## src/rtl/adc_scan_sequencer.sv

```systemverilog
// adc_scan_sequencer: round-robin ADC channel scanner with per-channel sample store and response timeout
module adc_scan_sequencer #(
    parameter int NUM_CH  = 8,
    parameter int TIMEOUT = 255
) (
    input  logic                   sys_clk,
    input  logic                   reset,
    input  logic                   enable,
    input  logic [NUM_CH-1:0]      ch_mask,
    output logic                   cmd_valid,
    output logic [4:0]             cmd_channel,
    input  logic                   cmd_ready,
    input  logic                   rsp_valid,
    input  logic [4:0]             rsp_channel,
    input  logic [11:0]            rsp_data,
    output logic [12*NUM_CH-1:0]   sample_data,
    output logic [NUM_CH-1:0]      sample_fresh,
    input  logic [NUM_CH-1:0]      fresh_ack,
    output logic                   sample_strobe,
    output logic [4:0]             sample_ch,
    output logic [11:0]            sample_value,
    output logic                   scan_done,
    output logic                   busy,
    output logic                   timeout_err,
    input  logic                   clr_err
);
    localparam int TW = $clog2(TIMEOUT + 1);
    typedef enum logic [1:0] {IDLE, SELECT, CMD, WAIT_RSP} state_t;
    state_t                 state_q, state_d;
    logic [3:0]             ch_q, ch_d, lo_idx, hi_idx;
    logic                   hi_found, match, timed_out, fin;
    logic [TW-1:0]          timer_q, timer_d;
    logic [12*NUM_CH-1:0]   sample_data_q, sample_data_d;
    logic [NUM_CH-1:0]      sample_fresh_q, sample_fresh_d, set_vec;
    logic                   timeout_err_q, timeout_err_d;
    logic                   sample_strobe_q, sample_strobe_d;
    logic [4:0]             sample_ch_q, sample_ch_d;
    logic [11:0]            sample_value_q, sample_value_d;
    // ch_q doubles as the last-served index: only reset can abandon a channel
    always_comb begin
        lo_idx   = ch_q;
        hi_idx   = ch_q;
        hi_found = 1'b0;
        for (int i = NUM_CH - 1; i >= 0; i--) begin
            if (ch_mask[i]) begin
                lo_idx = 4'(i);
                if (4'(i) > ch_q) begin
                    hi_idx   = 4'(i);
                    hi_found = 1'b1;
                end
            end
        end
    end
    assign match       = state_q == WAIT_RSP && rsp_valid && rsp_channel == {1'b0, ch_q} + 5'd1;
    assign timed_out   = state_q == WAIT_RSP && !match && timer_q == TW'(TIMEOUT - 1);
    assign fin         = match || timed_out;
    assign scan_done   = fin && !hi_found && !reset;
    assign cmd_valid   = state_q == CMD;
    assign cmd_channel = cmd_valid ? {1'b0, ch_q} + 5'd1 : 5'd0;
    assign busy        = state_q != IDLE;
    always_comb begin
        state_d = state_q;
        ch_d    = ch_q;
        timer_d = timer_q;
        case (state_q)
            IDLE:     state_d = (enable && |ch_mask) ? SELECT : IDLE;
            SELECT: begin
                state_d = |ch_mask ? CMD : IDLE;
                ch_d    = hi_found ? hi_idx : lo_idx;
            end
            CMD: begin
                state_d = cmd_ready ? WAIT_RSP : CMD;
                timer_d = '0;
            end
            WAIT_RSP: begin
                timer_d = timer_q + 1'b1;
                state_d = !fin ? WAIT_RSP : (enable && |ch_mask) ? SELECT : IDLE;
            end
            default:  state_d = IDLE;
        endcase
    end
    always_comb begin
        sample_data_d = sample_data_q;
        set_vec       = '0;
        for (int i = 0; i < NUM_CH; i++) begin
            if (match && ch_q == 4'(i)) begin
                sample_data_d[12*i +: 12] = rsp_data;
                set_vec[i]                = 1'b1;
            end
        end
        sample_fresh_d  = (sample_fresh_q & ~fresh_ack) | set_vec;
        timeout_err_d   = timed_out | (timeout_err_q & ~clr_err);
        sample_strobe_d = match;
        sample_ch_d     = match ? {1'b0, ch_q} : 5'd0;
        sample_value_d  = match ? rsp_data : 12'd0;
    end
    always_ff @(posedge sys_clk) begin
        if (reset) begin
            state_q         <= IDLE;
            ch_q            <= 4'(NUM_CH - 1);
            timer_q         <= '0;
            sample_data_q   <= '0;
            sample_fresh_q  <= '0;
            timeout_err_q   <= 1'b0;
            sample_strobe_q <= 1'b0;
            sample_ch_q     <= '0;
            sample_value_q  <= '0;
        end else begin
            state_q         <= state_d;
            ch_q            <= ch_d;
            timer_q         <= timer_d;
            sample_data_q   <= sample_data_d;
            sample_fresh_q  <= sample_fresh_d;
            timeout_err_q   <= timeout_err_d;
            sample_strobe_q <= sample_strobe_d;
            sample_ch_q     <= sample_ch_d;
            sample_value_q  <= sample_value_d;
        end
    end
    assign sample_data   = sample_data_q;
    assign sample_fresh  = sample_fresh_q;
    assign timeout_err   = timeout_err_q;
    assign sample_strobe = sample_strobe_q;
    assign sample_ch     = sample_ch_q;
    assign sample_value  = sample_value_q;
endmodule

```

## config.mk

```make
export PLATFORM = sky130hd
export DESIGN_NAME = adc_scan_sequencer
export DESIGN_NICKNAME = d
export VERILOG_FILES = /design/src/rtl/adc_scan_sequencer.sv
export SDC_FILE = /design/constraint.sdc
export NUM_CORES = 1
export LEC_CHECK = 0
export BUFFER_PORTS_ARGS = -buffer_cell sky130_fd_sc_hd__buf_4
export CAP_MARGIN = 20
export CORE_ASPECT_RATIO = 0.75
export CORE_MARGIN = 2
export CORE_UTILIZATION = 33
export DETAILED_ROUTE_END_ITERATION = 10
export PLACE_DENSITY = 0.55
export SYNTH_ARGS = -nofsm -noshare
export SYNTH_HDL_FRONTEND = slang
export SYNTH_SLANG_ARGS = --single-unit
```

## constraint.sdc

```tcl
create_clock -name sys_clk -period 2.5 [get_ports sys_clk]
set_input_delay 0.375 -clock sys_clk [delete_from_list [all_inputs] [get_ports sys_clk]]
set_output_delay 0.375 -clock sys_clk [all_outputs]
set_load 0.05 [all_outputs]
```

Yosys cells after proc, flatten, opt, wreduce, memory -nomap -nowiden. Index checks and enable logic that the tools add are counted.

Register bits: 137. Output and inout port bits: 131.

Add/subtract/negate cells: 2. $lt $le $gt $ge: 8. Equal/unequal tests: 12. Muxes and demuxes: 56. Bitwise operators: 7. Reductions and logical operators: 27.

Operators by type and width (count): 2-to-1 mux 4 bit (25); 2-to-1 mux 1 bit (26); == test 4 x 3 -> 1 bit (second input constant) (4); > comparator 3 x 4 -> 1 bit (first input constant) (4); case mux 8 bit (2 select lines) (1); logical AND 1 bit (15); nonzero test 9 bit (1); adder 8 x 1 -> 8 bit (second input constant) (1); AND 8 bit (1); == test 4 x 2 -> 1 bit (second input constant) (2); == test 8 bit (second input constant) (1); > comparator 1 x 4 -> 1 bit (first input constant) (2); > comparator 2 x 4 -> 1 bit (first input constant) (2); NOT 8 bit (1); bitwise OR 8 bit (1); case mux 2 bit (4 select lines) (1); OR reduction 8 bit (1); adder 4 x 1 -> 5 bit (second input constant) (1); == test 5 bit (1); 2-to-1 mux 5 bit (1); == test 2 bit (second input constant) (2); == test 4 x 1 -> 1 bit (second input constant) (1); logical NOT 4 bit (1); 2-to-1 mux 2 bit (2); 10 further kinds (14).

Longest topological paths before layout. Gate-level depths: netlist of the first run.

Depth in word-level cells: 20. Gate-level depth with buffers: 9. Mapped depth without buffers: 7.

Worst setup path before layout of the first run. OpenSTA, ideal clock, no wires.

Kind: reg-to-output. Start: reg ch_q[0]. End: out scan_done. Data arrival time: 2.650 ns. Required time: 2.125 ns. Path slack: -0.525 ns. Cell stages (with the launch flop): 9. Cell sequence: dfxtp_1 > buf_4 > inv_1 > ha_1 > xnor2_1 > and4_1 > buf_4 > a21oi_1 > nor3_1.

Longest elaborated chain between the ends: 20. Elaborated cells between the ends (all ways): 34. Classes of those cells: add/sub: 1; order compare: 8; eq/ne: 1; mux: 16; reduce/logical: 8.

RTL lines: start, declared (RTL line 30) `logic [3:0] ch_q, ch_d, lo_idx, hi_idx;`; start signal, assigned (RTL line 100) `ch_q <= 4'(NUM_CH - 1);`; start signal, assigned (RTL line 110) `ch_q <= ch_d;`; > comparator 3 x 4 -> 1 bit (RTL line 47) `if (4'(i) > ch_q) begin`; 2-to-1 mux 1 bit (RTL line 47); 2-to-1 mux 1 bit (RTL line 45) `if (ch_mask[i]) begin`; 2-to-1 mux 1 bit (RTL line 47); 2-to-1 mux 1 bit (RTL line 45); 2-to-1 mux 1 bit (RTL line 47); 2-to-1 mux 1 bit (RTL line 45); 2-to-1 mux 1 bit (RTL line 47); [... 3 more ...]; 2-to-1 mux 1 bit (RTL line 47); 2-to-1 mux 1 bit (RTL line 45); 2-to-1 mux 1 bit (RTL line 47); 2-to-1 mux 1 bit (RTL line 45); 2-to-1 mux 1 bit (RTL line 47); 2-to-1 mux 1 bit (RTL line 45); logical NOT 1 bit (RTL line 57) `assign scan_done = fin && !hi_found && !reset;`; logical AND 1 bit * (2 in series) (RTL line 57); end, declared (RTL line 22) `output logic scan_done,`.

Every way passes the cells marked *; elsewhere a longest branch is shown, timed or not.

Worst setup path after layout of the first run. Same ends and word-level chain as after synthesis.

==> reports/qor.txt, run 1 <==
Crit-path max FO - 6
CP max stage delay - 380 ps
Most numerous cell in the Yosys netlist - dfxtp_1
GRT Util Overall - 0.197
First-pass GRT wire length - 26500 um
Synthesis Warnings - 0
CP Capture Type - output pin
Distinct cell type count after synthesis - 51
Worst path required time - 2120 ps
DRC violations left - 0
Worst hold slack - 164 ps
Final worst path period need - 2420 ps
Core box area - 0.0161 sq mm
Worst EP arrival - 2040 ps
Routed via count - 4670
Crit. Startpoint - ch_q[0]
Vias/cell - 4.87
Reg-to-Reg End - ch_q[0]
Fin. Hold Viols - 0
Cell count after synthesis - 556
Clk Latency, worst-skew pair - 430 ps
Switching Fraction - 0.254
Crit path kind - reg2out
Combinational share of power - 0.155
Routability cong. - 0.861
Final instance area - 0.00780 sq mm
Fmax - 0.414 GHz
Worst-case reg-to-reg path depth - 9
Max cap viols - 0
Fin nets - 779
Post-DP Area - 0.00697 sq mm
DP Worst Slack - 100 ps
Syn_nets - 600
Longest Clk Path Bufs - 2
Top post-synthesis cells by count - 136 x dfxtp_1, 117 x nand2_1, 96 x mux2i_1
Initial core utilization - 0.338
Row count - 40
WL/cell - 17.9 um
Synth Area in Adders - 0.0115
Reg-to-reg setup timing slack - 140 ps
Diodes inserted - 0
Top_reg_cell synth - dfxtp_1
Post-synthesis mux area share - 0.177
Non-Filler Instances - 958
Post-synthesis simple-gate area fraction - 0.198
Compound-cell area share of the yosys netlist - 0.0537
Clk slew on worst S/H paths - 60 ps
Largest family of logic cells by synthesized area - simple AND/OR/NAND/NOR gates
Share of post-route cells with drive strength above 1 - 0.342
Sw Pwr - 0.00159 W
VDD IR max - 454 uV
Initial DRC count - 312
Worst setup margin - 82.0 ps
Cells along the critical path - inv_6 -> ha_4 -> o21ai_1 -> a221oi_2 -> nand3_2 -> nor3_4 -> buf_6
HP Class - in2reg
Sequential share of power - 0.364
Area grow syn2layout - 43.6%
CP endpoint - scan_done
Slew HR - 0.619
Worst-Margin Slew - 570 ps
DRT Pass-1 Iters - 5
Vert. Die Dim - 115 um
Worst path slowest cell - dfxtp_4
Routed WL - 17200 um
Gr ovfl total - 0
Number of CTS-inserted buffers - 17
H-tree depth - 4
CTS Hold Bufs - 0
Post-synthesis sequential area ratio - 0.501
Synth Area in XOR/XNOR - 0.0191
Initial antenna violation count - 0
Area share of the largest cell type after synthesis - 0.501
Outcome - complete, no violations
CTS tree - yes
Synthesized area per cell - 9.77 sq um
Die width - 152 um
Tcrit/Tclk final - 0.967
Largest cells by area after synthesis - dfxtp_1 50%, mux2i_1 18%, nand2_1 8.1%
Setup Skew - 7.69 ps
Fin. max-slew vios - 0
Mapped Area - 0.00543 sq mm
Leakage Power - 3.98 nW
Number of routed nets with antenna violations - 0
Worst r2r src - ch_q[1]
DIE AREA - 0.0175 sq mm
Seq cells post-synth - 136
PwrDens - 802 mW/mm^2
Number of flops mapped to enable cells by yosys - 0
Final setup viols - 0
Cell taking the most area after synthesis - dfxtp_1
Vias in the first global route - 4781
# clock sinks - 136
Clk pwr share - 0.482
Pint - 0.00467 W
Largest net degree at the start of global routing - 51
Root Driver - clkbuf_16
Hpwl dp - 11900 um
Ys async rst share - 0
PortBufs - 168
# IOs - 170
Dpl cells - 923
CP Launch Type - flop
==> cell families after synthesis <==
| logic type | Yosys count |
|---|---|
| mux | 96 |
| compound gates | 47 |
| other cells | 1 |
| flops | 136 |
| xor+xnor | 11 |
| fa+ha+maj | 5 |
| buf+inv | 43 |
| simple gates | 217 |
==> worst max-delay path: cells and delay by family, from the launching register on <==
kind	cells	cell delay [ps]
AO/OA/AOI/OAI	2	420
AND/OR/NAND/NOR	2	400
flip-flops	1	380
buffers and inverters	2	270
adder cells (fa/ha/maj)	1	150
==> placed cells by master (no fill, tap or decap), types with 3 or more instances in the layout <==
cell type	count
and2_1	15
nand2b_1	10
nor3_1	7
clkinv_4	3
nand4_2	7
nand4_1	4
o21ai_0	10
clkbuf_8	3
buf_4	191
nand2_1	117
inv_1	7
clkbuf_16	17
xnor2_1	5
o21ai_1	4
dfxtp_1	131
nand3_1	3
nor4_1	3
ha_4	3
a21oi_1	17
xor2_1	4
bufinv_16	7
mux2i_1	96
dfxtp_4	3
or3_1	4
nor2b_1	7
and3_1	4
nor2_1	19
==> layout make-up <==
type,instances,area [sq um]
sequential,136,2740
timing repair buffer,193,1470
inverter,10,43.8
fill,1489,8270
tap,210,263
clock buffer,21,470
multi-input combinational,377,2580
clock inverter,11,241
==> registers in the layout, summed over array words and instances, names as in the netlist <==
name / flops
sample_fresh: 8
sample_strobe: 1
sample_ch: 4
state_q: 2
timeout_err: 1
ch_q: 4
sample_data: 96
timer_q: 8
sample_value: 12
==> power groups by stage <==
| stage | sequential [W] | clock, W | combinational [W] |
|---|---|---|---|
| 6_report | 0.00227 | 0.00301 | 0.000967 |
| 5_1_grt | 0.00228 | 0.00316 | 0.00104 |
| 4_1_cts | 0.00226 | 0.00305 | 0.000909 |
| 3_5_place_dp | 0.00230 | 0 | 0.000839 |
| 3_3_place_gp | 0.00229 | 0 | 0.000833 |
| 2_1_floorplan | 0.00226 | 0 | 0.000590 |
==> worst min path at each step <==
stage	from	to	slack (ps)	depth (start not counted)
global placement	sample_data[60]	sample_data[60]	450	2
finish	rsp_data[11]	sample_value[11]	160	2
detailed placement	sample_data[60]	sample_data[60]	450	2
global route	rsp_data[11]	sample_value[11]	150	2
CTS	rsp_data[11]	sample_value[11]	150	2
floorplan	timer_q[5]	timer_q[5]	450	2
==> metal layers <==
metal  share of wire  global-route usage  vias up
li1                -                   -     2248
met1            0.45               0.254     2228
met2            0.45               0.314      173
met3           0.088              0.0743       21
met4           0.011              0.0517        0
met5               0                   0        -
==> per-stage QoR <==
| step | power (W) | TNS, ps | util |
|---|---|---|---|
| 2_1_floorplan | 0.00285 | 0 | - |
| 3_3_place_gp | 0.00313 | 0 | 0.434 |
| 3_5_place_dp | 0.00314 | 0 | 0.434 |
| 4_1_cts | 0.00621 | 0 | 0.482 |
| 5_1_grt | 0.00648 | -3.65 | 0.485 |
| 6_report | 0.00625 | 0 | 0.485 |
==> what timing repair did <==
action                                  4_1_cts  5_1_grt
setup buffers                                 2        1
pin swaps                                     1        3
gates cloned                                  0        0
endpoints found under the hold margin         0        0
resized for setup                            11       16
endpoints found under the setup margin        1        1
Note: power is estimated with default switching activity, not from simulation.
==> run 2: changes to the inputs <==
Settings changed: ABC_AREA set to 1, CTS_CLUSTER_SIZE set to 16, PLACE_DENSITY 0.55 to 0.54.
==> run 2 against run 1 <==
  * Non-clock buffer count decreased by 4
  * Clock skew about the same
  * Sequential share of layout area decreased by 1.2 points
  * Clock-buffer cell count increased by 4
  * Design area increased by 3.6%
  * Global-route usage increased by 0.079 points
  * Critical path type unchanged
==> reports/qor.txt, run 2 <==
Met3 Wirelength - 1320 um (was 1510 um)
Tcrit/Tclk final - 0.999 (was 0.967)
Distinct cell type count after synthesis - 33 (was 51)
VDD IR max - 401 uV (was 454 uV)
Met1 wire length - 9890 um (was 7810 um)
Slew HR - 0.666 (was 0.619)
Fin nets - 1053 (was 779)
Cells along the critical path - clkinvlp_4 -> ha_4 -> xnor2_2 -> nand4_1 -> nor2_2 -> nor2_2 -> nor3_2 -> buf_6 (was inv_6 -> ha_4 -> o21ai_1 -> a221oi_2 -> nand3_2 -> nor3_4 -> buf_6)
DIE AREA - 0.0186 sq mm (was 0.0175 sq mm)
Diodes inserted - 0 (unchanged)
Setup_tns - 0 ps (unchanged)
Row count - 41 (was 40)
Pwr Total - 0.00529 W (was 0.00625 W)
PortBufs - 168 (unchanged)
Core box area - 0.0170 sq mm (was 0.0161 sq mm)
Clk Latency, worst-skew pair - 410 ps (was 430 ps)
Vert. Die Dim - 119 um (was 115 um)
Synthesized area per cell - 6.90 sq um (was 9.77 sq um)
Vias in the first global route - 4806 (was 4781)
Top_reg_cell synth - dfxtp_1 (unchanged)
Max reg flops - 96 (unchanged)
CP max stage delay - 390 ps (was 380 ps)
Delay-heaviest family, CP - simple AND/OR/NAND/NOR gates (was compound AO/OA/AOI/OAI gates)
Crit path kind - reg2out (unchanged)
Worst path slowest cell - dfxtp_4 (unchanged)
Most frequent cells in the layout - 187 x buf_4, 176 x inv_1, 155 x nand2_1, 132 x dfxtp_1, 112 x nor2_1 (was 191 x buf_4, 131 x dfxtp_1, 117 x nand2_1, 96 x mux2i_1, 19 x nor2_1)
Max cap viols - 0 (unchanged)
Most common cell after layout, fill and taps aside - buf_4 (unchanged)
Fin. max-slew vios - 0 (unchanged)
Die width - 157 um (was 152 um)
Top Metal Used - met4 (unchanged)
Share of post-route cells with drive strength above 1 - 0.262 (was 0.342)
Seq cells post-synth - 136 (unchanged)
Synthesis Warnings - 0 (unchanged)
Final worst path period need - 2500 ps (was 2420 ps)
Worst hold slack - 202 ps (was 164 ps)
Clk slew on worst S/H paths - 60 ps (about the same)
Syn_nets - 880 (was 600)
First-pass GRT wire length - 27800 um (was 26500 um)
Area share of the largest cell type after synthesis - 0.472 (was 0.501)
Worst EP arrival - 2120 ps (was 2040 ps)
CP Capture Type - output pin (unchanged)
GRT Util Overall - 0.198 (was 0.197)
Initial core utilization - 0.340 (was 0.338)
Largest cells by area after synthesis - dfxtp_1 47%, inv_1 12%, nand2_1 10% (was dfxtp_1 50%, mux2i_1 18%, nand2_1 8.1%)
Cell taking the most area after synthesis - dfxtp_1 (unchanged)
Hpwl dp - 12900 um (was 11900 um)
Leakage Power - 3.90 nW (was 3.98 nW)
Most numerous cell in the Yosys netlist - inv_1 (was dfxtp_1)
Longest Clk Path Bufs - 2 (unchanged)
Post-synthesis sequential area ratio - 0.472 (was 0.501)
Met2 Routed Length - 7400 um (was 7660 um)
Fin. Hold Viols - 0 (unchanged)
Routed via count - 5507 (was 4670)
HP Class - in2reg (unchanged)
Outcome - complete, no violations (unchanged)
Number of routed nets with antenna violations - 0 (unchanged)
Gr ovfl total - 0 (unchanged)
DP Worst Slack - 144 ps (was 100 ps)
Top post-synthesis cells by count - 180 x inv_1, 161 x nand2_1, 136 x dfxtp_1 (was 136 x dfxtp_1, 117 x nand2_1, 96 x mux2i_1)
Largest net degree at the start of global routing - 79 (was 51)
DRC violations left - 0 (unchanged)
Cell count after synthesis - 836 (was 556)
Most common cell on crit path - nor2_2
PwrDens - 654 mW/mm^2 (was 802 mW/mm^2)
Initial DRC count - 437 (was 312)
Crit-path max FO - 4 (was 6)
Final setup viols - 0 (unchanged)
Worst path required time - 2120 ps (about the same)
Routability cong. - 0.871 (was 0.861)
Ys async rst share - 0 (unchanged)
Number of flops mapped to enable cells by yosys - 0 (unchanged)
RSZ-0062 raised after global routing - true
Vias/cell - 4.38 (was 4.87)
Area grow syn2layout - 40.1% (was 43.6%)
# IOs - 170 (unchanged)
CTS tree - yes (unchanged)
CP bufs+invs - 2 (unchanged)
H-tree depth - 4 (unchanged)
WL/cell - 14.9 um (was 17.9 um)
Fmax - 0.401 GHz (was 0.414 GHz)
CP Launch Type - flop (unchanged)
Mapped Area - 0.00577 sq mm (was 0.00543 sq mm)
Root Driver - clkbuf_16 (unchanged)
Worst-Margin Slew - 499 ps (was 570 ps)
Setup Skew - 8.17 ps (was 7.69 ps)
Routed WL - 18700 um (was 17200 um)
DRT Pass-1 Iters - 7 (was 5)
# clock sinks - 136 (unchanged)
CTS Hold Bufs - 0 (unchanged)
Worst setup margin - 3.60 ps (was 82.0 ps)
Initial antenna violation count - 0 (unchanged)
Number of CTS-inserted buffers - 17 (unchanged)
-- run 2: changes by cell type after synthesis, sizes merged, moves of 10 or more --
cell,before,now
nand2b,10,0
nor3,8,19
nand3,5,20
mux2i,96,0
and2,16,0
a21oi,18,56
nor2,19,122
nand2,117,164
inv,10,187
o21ai,14,68
-- run 2: through the flow --
stage          cells  utilization  cell area, sq um
6_report        1257        0.476              8080
5_1_grt         1257        0.476              8080
4_1_cts         1249        0.467              7930
3_5_place_dp    1217        0.428              7270
3_3_place_gp    1217        0.428              7270
2_1_floorplan    836            -              5780
-- run 2: logic make-up after synthesis --
kind of cell	count (synthesis)	synth area share
AND/OR/NAND/NOR	342	0.249
buffers and inverters	222	0.152
adder cells (fa/ha/maj)	5	0.0108
other	1	0.000650
XOR/XNOR	1	0.00152
flip-flops	136	0.472
AO/OA/AOI/OAI	129	0.114
-- run 2: timing repair --
item | in CTS | in global routing
setup endpoints to repair | 1 | 1
setup buffers | 1 | 8
resized for setup | 15 | 22
pin swaps | 1 | 12
-- run 2: layout make-up --
cell class	count	area (sq um)
Clock buffer	25	515
Clock inverter	6	87.6
Fill cell	1722	8900
Inverter	187	708
Multi-Input combinational cell	478	2310
Sequential cell	136	2740
Tap cell	236	295
Timing Repair Buffer	189	1440
-- run 2: final timing paths --
| kind | start | end | slack (ps) | depth (start not counted) |
|---|---|---|---|---|
| max | ch_q[1] | scan_done | 4 | 8 |
| min | clr_err | timeout_err | 200 | 4 |
| max reg2reg | ch_q[1] | sample_data[69] | 200 | 10 |
| min reg2reg | sample_data[72] | sample_data[72] | 440 | 2 |
-- run 2: worst register-to-register path, cell delays in order, from the launching register on --
cell	delay [ps]
dfxtp_4	390
clkinvlp_4	150
ha_4	310
xnor2_2	110
buf_4	130
nand3_1	100
nor2_4	180
nand2_2	140
nor2_4	310
inv_2	200
a21oi_1	200
-- run 2: metal layers --
layer | up-vias | track usage
met3 | 10 | 0.0557
met2 | 168 | 0.257
met5 | - | 0
li1 | 2872 | -
met1 | 2457 | 0.313
met4 | 0 | 0.0482
-- run 2: where the power goes --
part | total, W | switching [W] | internal (W)
clock network | 0.00254 | 0.000919 | 0.00162
registers | 0.00220 | 0.0000221 | 0.00218
logic | 0.000542 | 0.000349 | 0.000193
